$ cat src/rtl/multicore_pkg.sv
// Shared types for the multicore pipeline.
// Memory-stage opcodes, stage bundle and FSM state.
package multicore_pkg;

   localparam int DATA_W = 32;

   typedef enum logic [2:0] {
      LD_LB,
      LD_LH,
      LD_LW,
      LD_LBU,
      LD_LHU
   } t_ldop;

   typedef enum logic [1:0] {
      ST_SB,
      ST_SH,
      ST_SW
   } t_sop;

   typedef enum logic [1:0] {
      MTR_ALU = 2'b00,
      MTR_MEM = 2'b01,
      MTR_PC  = 2'b10
   } t_memtoreg;

   typedef enum logic {
      MA_IDLE,
      MA_ACCESS
   } t_ma_state;

   typedef struct packed {
      logic              valid;
      logic [DATA_W-1:0] calc;
      logic [DATA_W-1:0] wdata;
      logic [DATA_W-1:0] pc4;
      logic              regwrite;
      logic [1:0]        memtoreg;
      logic              memwrite;
      t_ldop             ldop;
      t_sop              sop;
   } ma_stage_t;

   function automatic logic misaligned(
      input logic [1:0] off,
      input logic       st,
      input t_ldop      ld,
      input t_sop       so
   );
      logic half;
      logic word;
      half = st ? (so == ST_SH)
                : (ld == LD_LH || ld == LD_LHU);
      word = st ? (so == ST_SW)
                : (ld == LD_LW);
      return (half & off[0])
           | (word & (off != 2'b00));
   endfunction

endpackage

$ cat src/rtl/mem_align.sv
// Store lane/byte-enable generation and
// load extract/extend; purely combinational.
module mem_align
   import multicore_pkg::*;
(
   input  logic [1:0]        off,
   input  logic              is_store,
   input  t_sop              sop,
   input  t_ldop             ldop,
   input  logic [DATA_W-1:0] st_data,
   input  logic [DATA_W-1:0] ld_word,
   output logic [3:0]        be,
   output logic [DATA_W-1:0] st_lane,
   output logic [DATA_W-1:0] ld_data
);

   logic [DATA_W-1:0] sh;

   // store lanes: replicate so any lane carries the data
   always_comb begin
      be      = 4'hF;
      st_lane = st_data;
      if (is_store) begin
         unique case (sop)
            ST_SB: begin
               be      = 4'b0001 << off;
               st_lane = {4{st_data[7:0]}};
            end
            ST_SH: begin
               be      = off[1] ? 4'b1100 : 4'b0011;
               st_lane = {2{st_data[15:0]}};
            end
            default: ;
         endcase
      end
   end

   // load: move addressed byte/half to bit 0, then extend
   always_comb begin
      sh = ld_word >> {off, 3'b000};
      unique case (ldop)
         LD_LB:   ld_data = {{24{sh[7]}}, sh[7:0]};
         LD_LH:   ld_data = {{16{sh[15]}}, sh[15:0]};
         LD_LBU:  ld_data = {24'h0, sh[7:0]};
         LD_LHU:  ld_data = {16'h0, sh[15:0]};
         default: ld_data = sh;
      endcase
   end

endmodule

$ cat src/rtl/memory_access_unit.sv
// Memory pipeline stage: registers execute results,
// runs req/ack data-memory accesses, builds write-back.
module memory_access_unit
   import multicore_pkg::*;
#(
   parameter int DATA_SIZE = DATA_W,
   parameter int NUM_REGS  = 32,
   localparam int RW       = $clog2(NUM_REGS)
) (
   input  logic                 i_aclk,
   input  logic                 i_areset_n,
   input  logic                 i_en,
   input  logic [DATA_SIZE-1:0] i_exe_calc,
   input  logic [DATA_SIZE-1:0] i_exe_wdata,
   input  logic [DATA_SIZE-1:0] i_pcplus4,
   input  logic [RW-1:0]        i_rdest,
   input  logic                 i_cu_regwrite,
   input  logic [1:0]           i_cu_memtoreg,
   input  logic                 i_cu_memwrite,
   input  t_ldop                i_ldop,
   input  t_sop                 i_sop,
   output logic                 o_stall,
   output logic [DATA_SIZE-1:0] o_forward_data,
   output logic                 o_dmem_req,
   output logic                 o_dmem_we,
   output logic [DATA_SIZE-1:0] o_dmem_addr,
   output logic [3:0]           o_dmem_be,
   output logic [DATA_SIZE-1:0] o_dmem_wdata,
   input  logic                 i_dmem_ack,
   input  logic [DATA_SIZE-1:0] i_dmem_rdata,
   output logic [DATA_SIZE-1:0] o_wb_data,
   output logic [RW-1:0]        o_wb_rdest,
   output logic                 o_wb_regwrite,
   output logic                 o_wb_misaligned
);

   ma_stage_t      s;
   logic [RW-1:0]  s_rdest;
   t_ma_state      state;

   logic           s_load;
   logic           s_store;
   logic           s_mis;
   logic           in_go;
   logic [DATA_SIZE-1:0] ld_data;
   logic [DATA_SIZE-1:0] result;

   assign s_load  = s.valid & (s.memtoreg == MTR_MEM);
   assign s_store = s.valid & s.memwrite;
   assign s_mis   = (s_load | s_store)
                  & misaligned(s.calc[1:0], s.memwrite,
                               s.ldop, s.sop);

   assign in_go = i_en
                & ((i_cu_memtoreg == MTR_MEM) | i_cu_memwrite)
                & ~misaligned(i_exe_calc[1:0], i_cu_memwrite,
                              i_ldop, i_sop);

   assign o_dmem_req  = (state == MA_ACCESS);
   assign o_stall     = o_dmem_req & ~i_dmem_ack;
   assign o_dmem_we   = s.memwrite;
   assign o_dmem_addr = {s.calc[DATA_SIZE-1:2], 2'b00};

   assign o_forward_data = (s.memtoreg == MTR_PC) ? s.pc4
                                                  : s.calc;

   mem_align u_align (
      .off      (s.calc[1:0]),
      .is_store (s.memwrite),
      .sop      (s.sop),
      .ldop     (s.ldop),
      .st_data  (s.wdata),
      .ld_word  (i_dmem_rdata),
      .be       (o_dmem_be),
      .st_lane  (o_dmem_wdata),
      .ld_data  (ld_data)
   );

   // write-back value select; reserved code falls to ALU
   always_comb begin
      unique case (1'b1)
         (s.memtoreg == MTR_MEM): result = ld_data;
         (s.memtoreg == MTR_PC):  result = s.pc4;
         default:                 result = s.calc;
      endcase
   end

   // access FSM: advances only on edges where the stage moves
   always_ff @(posedge i_aclk or negedge i_areset_n) begin
      if (!i_areset_n)
         state <= MA_IDLE;
      else if (!o_stall)
         state <= in_go ? MA_ACCESS : MA_IDLE;
   end

   // stage register: capture or bubble unless stalled
   always_ff @(posedge i_aclk or negedge i_areset_n) begin
      if (!i_areset_n) begin
         s       <= '0;
         s_rdest <= '0;
      end else if (!o_stall) begin
         s.valid    <= i_en;
         s.calc     <= i_exe_calc;
         s.wdata    <= i_exe_wdata;
         s.pc4      <= i_pcplus4;
         s.ldop     <= i_ldop;
         s.sop      <= i_sop;
         s_rdest    <= i_rdest;
         s.regwrite <= i_en & i_cu_regwrite;
         s.memwrite <= i_en & i_cu_memwrite;
         s.memtoreg <= i_en ? i_cu_memtoreg : 2'b00;
      end
   end

   // write-back register: loads on completion, else pulses clear
   always_ff @(posedge i_aclk or negedge i_areset_n) begin
      if (!i_areset_n) begin
         o_wb_data       <= '0;
         o_wb_rdest      <= '0;
         o_wb_regwrite   <= 1'b0;
         o_wb_misaligned <= 1'b0;
      end else if (!o_stall) begin
         o_wb_data       <= result;
         o_wb_rdest      <= s_rdest;
         o_wb_regwrite   <= s.regwrite & s.valid
                          & ~s.memwrite & ~s_mis;
         o_wb_misaligned <= s_mis;
      end else begin
         o_wb_regwrite   <= 1'b0;
         o_wb_misaligned <= 1'b0;
      end
   end

endmodule
$ cat config.mk
export PLATFORM = sky130hd
export DESIGN_NAME = memory_access_unit
export DESIGN_NICKNAME = d
export VERILOG_FILES = /design/src/rtl/multicore_pkg.sv /design/src/rtl/mem_align.sv /design/src/rtl/memory_access_unit.sv
export SDC_FILE = /design/constraint.sdc
export NUM_CORES = 1
export LEC_CHECK = 0
export CORE_MARGIN = 2
export CORE_UTILIZATION = 35
export CTS_CLUSTER_DIAMETER = 40
export DETAILED_ROUTE_END_ITERATION = 12
export SLEW_MARGIN = 20
export SYNTH_ARGS = -nofsm -noshare
export SYNTH_HDL_FRONTEND = slang
export SYNTH_SLANG_ARGS = --single-unit
$ cat constraint.sdc
create_clock -name i_aclk -period 3.2 [get_ports i_aclk]
set_input_delay 0.8 -clock i_aclk [delete_from_list [all_inputs] [get_ports i_aclk]]
set_output_delay 0.8 -clock i_aclk [all_outputs]
set_load 0.01 [all_outputs]
* After elaboration in Yosys (flattened, before gate mapping)
Cells that the tools add are included.
Word-level totals: output and inout bits 142, bits in registers 151
Cells by class: mux-type cells 16, bitwise gates (word level) 23, shift operators 2, reductions and logical operators 6, equal/unequal tests 14
Operators by type and width (count):
- $pmux W32 S2 | 2
- $pmux W32 S4 | 1
- $mux W32 | 2
- $shr A32 B5 Y32 | 1
- $and A1 B1 Y1 | 15
- $eq A3 B2 Y1 const B | 3
- $eq A2 B1 Y1 const B | 4
- $mux W4 | 2
- $pmux W4 S2 | 1
- $mux W1 | 7
- $eq A2 B2 Y1 const B | 3
- $eq A3 B1 Y1 const B | 2
- $eq A3 B3 Y1 const B | 2
- $not A1 Y1 | 4
- $or A1 B1 Y1 | 4
- $reduce_bool A2 Y1 | 2
- $shl A1 B2 Y4 const A | 1
- $logic_not A3 Y1 | 1
- $logic_not A2 Y1 | 1
- $logic_or A1 B1 Y1 | 2
- $mux W2 | 1

* Longest topological paths before layout
depth in word-level cells 9, depth in mapped cells 9, mapped depth without buffers 6

* Hierarchy
From an unflattened synthesis, not the netlist that was laid out.
Second synthesis, totals: cells, all modules 985, area total of the unflattened synthesis 8329.2 µm²
By module, submodules not included:
- memory_access_unit | area an instance 7050.5 µm², cells each 803, times used 1
- mem_align | area an instance 1278.7 µm², cells each 182, times used 1

* Worst setup path before layout
No wires, ideal clock.
path kind in2out, start in i_dmem_ack, end out o_stall, cell stages on the path 6, buffers on the path 4, arrival time 1.875 ns, path slack 0.525 ns, required time 2.400 ns, cell sequence nand2b_1 -> clkbuf_1 -> inv_1 -> buf_2 -> clkbuf_1 -> buf_2
On the way: cells in the longest elaborated chain, start to end 2
RTL lines:
- from (decl) | RTL line memory_access_unit.sv:29 | input logic i_dmem_ack,
- $not A1 Y1 | RTL line memory_access_unit.sv:60 | assign o_stall = o_dmem_req & ~i_dmem_ack;
- $and A1 B1 Y1 | RTL line memory_access_unit.sv:60
- to (decl) | RTL line memory_access_unit.sv:22 | output logic o_stall,
Every way passes these cells.

* Final worst setup path
start reg s[6] in the netlist's numbering, end out o_forward_data[2]
On the way: cells in the longest elaborated chain, start to end 2
RTL lines:
- from (decl) | RTL line memory_access_unit.sv:37 | ma_stage_t s;
- $eq A2 B2 Y1 | RTL line memory_access_unit.sv:64 | assign o_forward_data = (s.memtoreg == MTR_PC) ? s.pc4
- $mux W32 | RTL line memory_access_unit.sv:64
- to (decl) | RTL line memory_access_unit.sv:23 | output logic [DATA_SIZE-1:0] o_forward_data,
Every way passes these cells.

==> summary.txt <==
STA
  – Worst Skew: 8.24 ps
  – Fin crit share: 95.4%
  – FMAX: 327 MHz
  – Unrepaired setup endpoints after global routing: no
  – Slew Limit Fails: 0
  – Max_slew headroom: 32.6%
  – Final setup violating endpoints: 0
  – Fin crit period: 3050 ps
  – Slew @ Worst Pin: 1010 ps
  – Final TNS setup: 0 ps
  – Fin. Hold Viols: 0

Layout
  – Commonest non-fill, non-tap cell in the layout: nand2_1
  – Final net count: 1344
  – Layout area overhead: 42.4%
  – Fillcell total: 2159
  – Fin cells: 1523
  – Layout cells sized above 1: 6.79%
  – Most frequent cells in the layout: nand2_1, clkdlybuf4s50_1, dfrtp_1, o21ai_0, mux2i_1

Run
  – Maxcap violations: 0

Detailed routing
  – Detailed Routing Iterations Pass 1: 5
  – WL/cell: 17.7 microns
  – DR vias: 7486
  – Vias per cell: 4.92
  – DR iter-0 viols: 476
  – Final WL: 26.9 mm
  – Final ANT Viol Nets: 0
  – Drt drc: 0

Power and ir drop
  – Power per cell area: 552 nW/um^2
  – Cell Int Power: 4.40 mW
  – Psw: 2.01 mW
  – Comb power frac: 30.5%
  – VDD IR max: 0.338 mV
  – Switching share of total power: 31.4%
  – Clock power share: 32.1%
  – Leak: 5.19 nW
  – Share of power burned in registers: 37.3%

Floorplan
  – Die area: 24500 sq um
  – # IOs: 288
  – Core Area: 22800 sq um
  – Die span in x: 157 microns
  – Starting density of the core: 35.8%
  – Die H: 157 microns
  – FP Rows: 55

Global routing
  – Antenna violations before repair: 2
  – Global route overflow: 0
  – Pin count of the biggest net entering global routing: 150
  – First-pass GRT wire length: 42.2 mm
  – Tot GR Track Use: 22.3%
  – Vias in the first global route: 7420

Placed design
  – Detailed Place HPWL: 19.1 mm
  – GP Congestion: 0.795
  – Port-buffer cells: 285
  – Post-Place Cells: 1490

CTS
  – Clk slew on worst S/H paths: 70 ps
  – H-tree Lvls: 4
  – Hold-fix buffers, CTS: 0
  – Root buffer cell: clkbuf_16
  – CTS buffer count: 17
  – Clock Path Buffers: 2
  – Clock Latency Late Sink: 430 ps
  – CTS sink cnt: 151
  – CTS tree: built

Critical path
  – Crit path kind: flip-flop to output pin
  – Worst setup EP type: output pin
  – CP required: 2400 ps
  – Crit path DAT: 2250 ps
  – R2R setup slack: 1060 ps
  – Startpoint Class: flip-flop
  – CP Max Fanout: 29

Logic synthesis
  – Synth area leaders: dfrtp_1, nand2_1, o21ai_0
  – Number of synthesized flops with an enable pin: 0
  – YS warnings: 0
  – Multiplexer area fraction after synthesis: 7.58%
  – Top cell type's share of synthesized area: 46.3%
  – Compound-Gate Fraction of Synth Area: 15.9%
  – Main combinational cell family by area after synthesis: simple AND/OR/NAND/NOR gates
  – Adder-Cell Fraction of Synth Area: 0.307%
  – Syn Area/Cell: 8.33 sq um
  – Synthesized cell area: 8160 sq um
  – Seq cells post-synth: 151
  – Synth async-reset ratio: 100%
  – Seq/Total Area, Yosys: 46.3%
  – Synth Flop Type: dfrtp_1
  – Post-Synth Simple-Gate Area: 21.2%
  – Cell taking the most area after synthesis: dfrtp_1
  – Yosys cell types: 48
  – Synth Area in XOR/XNOR: 0.215%
  – Cell count after synthesis: 979

Hold path
  – Worst hold path class: primary input to async pin

Status
  – Status: finished clean
## layer usage
layer  track usage, %  part of all wire (%)  vias up
met3             5.95                   6.5       34
met4             7.78                   2.6        0
met1             29.9                    44     3538
met5                0                     0        -
li1                 -                     -     3678
met2             34.7                    47      236
## power by group through the flow
stage | Clock (mW) | Combinational, mW | Sequential [mW]
floorplan | 0 | 0.944 | 2.42
global placement | 0 | 1.95 | 2.42
detailed placement | 0 | 1.97 | 2.42
CTS | 2.11 | 1.98 | 2.39
global route | 2.19 | 2.14 | 2.43
finish | 2.06 | 1.96 | 2.39
## cells by family (layout without fill, tap and decap cells)
kind of cell / Yosys count / after routing
other cells: 1 / 4
flops: 151 / 151
compound gates: 202 / 202
simple gates: 429 / 429
buf+inv: 133 / 361
fa+ha+maj: 2 / 2
mux: 59 / 59
xor+xnor: 2 / 2
## flip-flops by register name, indices dropped and copies added, names as in the netlist
| signal | count |
|---|---|
| s | 75 |
| o_wb_data | 32 |
| o_dmem_addr | 30 |
| o_wb_rdest | 5 |
| s_rdest | 5 |
| o_dmem_req | 1 |
| o_dmem_we | 1 |
| o_wb_misaligned | 1 |
| o_wb_regwrite | 1 |
## final timing paths
kind / from / endpoint / depth (start not counted)
hold reg to reg: s[38] / s[38] / 2
setup / recovery: s[6] / o_forward_data[2] / 5
min in group i_aclk: s[38] / s[38] / 2
setup reg to reg: s[73] / o_wb_data[17] / 4
max in group asynchronous: i_areset_n / o_wb_data[10] / 2
hold / removal: i_areset_n / o_dmem_addr[13] / 1
## cells in the mapped netlist, types with 3 or more instances
master       n
a211oi_1     8
a21boi_0     3
a21oi_1     19
a221oi_1     6
a22oi_1      8
and2_1       7
buf_1        9
buf_2       16
buf_4       40
clkbuf_1    41
dfrtp_1    151
inv_1       25
mux2_2      22
mux2i_1     37
nand2_1    370
nand2b_1     4
nand3_1      5
nor2_1      15
nor2b_1     13
o211ai_1    18
o21ai_0     98
o221ai_1     7
o22ai_1     10
o2bb2ai_1    8
o31ai_1      6
or3_1        7
## cell type report
type | count | area (sq um) | area share (%)
Clock buffer | 19 | 433 | 3.73
Sequential cell | 151 | 3780 | 32.5
Antenna cell | 2 | 5.00 | 0.0431
Inverter | 25 | 96.3 | 0.830
Timing Repair Buffer | 305 | 3050 | 26.2
Tap cell | 313 | 392 | 3.37
Multi-Input combinational cell | 696 | 3710 | 31.9
Clock inverter | 12 | 154 | 1.33
## metrics by stage
step / hold slack, ps / cell area, sq um / util (%) / total power [mW] / setup slack, ps
2_1_floorplan: 439 / 8160 / - / 3.36 / 525
3_3_place_gp: 450 / 11000 / 48.4 / 4.37 / 366
3_5_place_dp: 455 / 11000 / 48.4 / 4.39 / 312
4_1_cts: 316 / 11600 / 50.9 / 6.48 / 65.3
5_1_grt: 330 / 11600 / 51.0 / 6.77 / 59.9
6_report: 303 / 11600 / 51.0 / 6.41 / 146
## worst max-delay path: stages (launching register included)
cell and delay (ps):
dfrtp_1 380, inv_1 90, ha_2 220, buf_6 250, mux2_2 370, clkdlybuf4s50_1 520
## repair_timing
item,4_1_cts,5_1_grt
gates resized for setup,0,1
setup buffers,0,0
endpoints found under the setup margin,0,3
No activity file was read; power rests on OpenSTA's default activity.
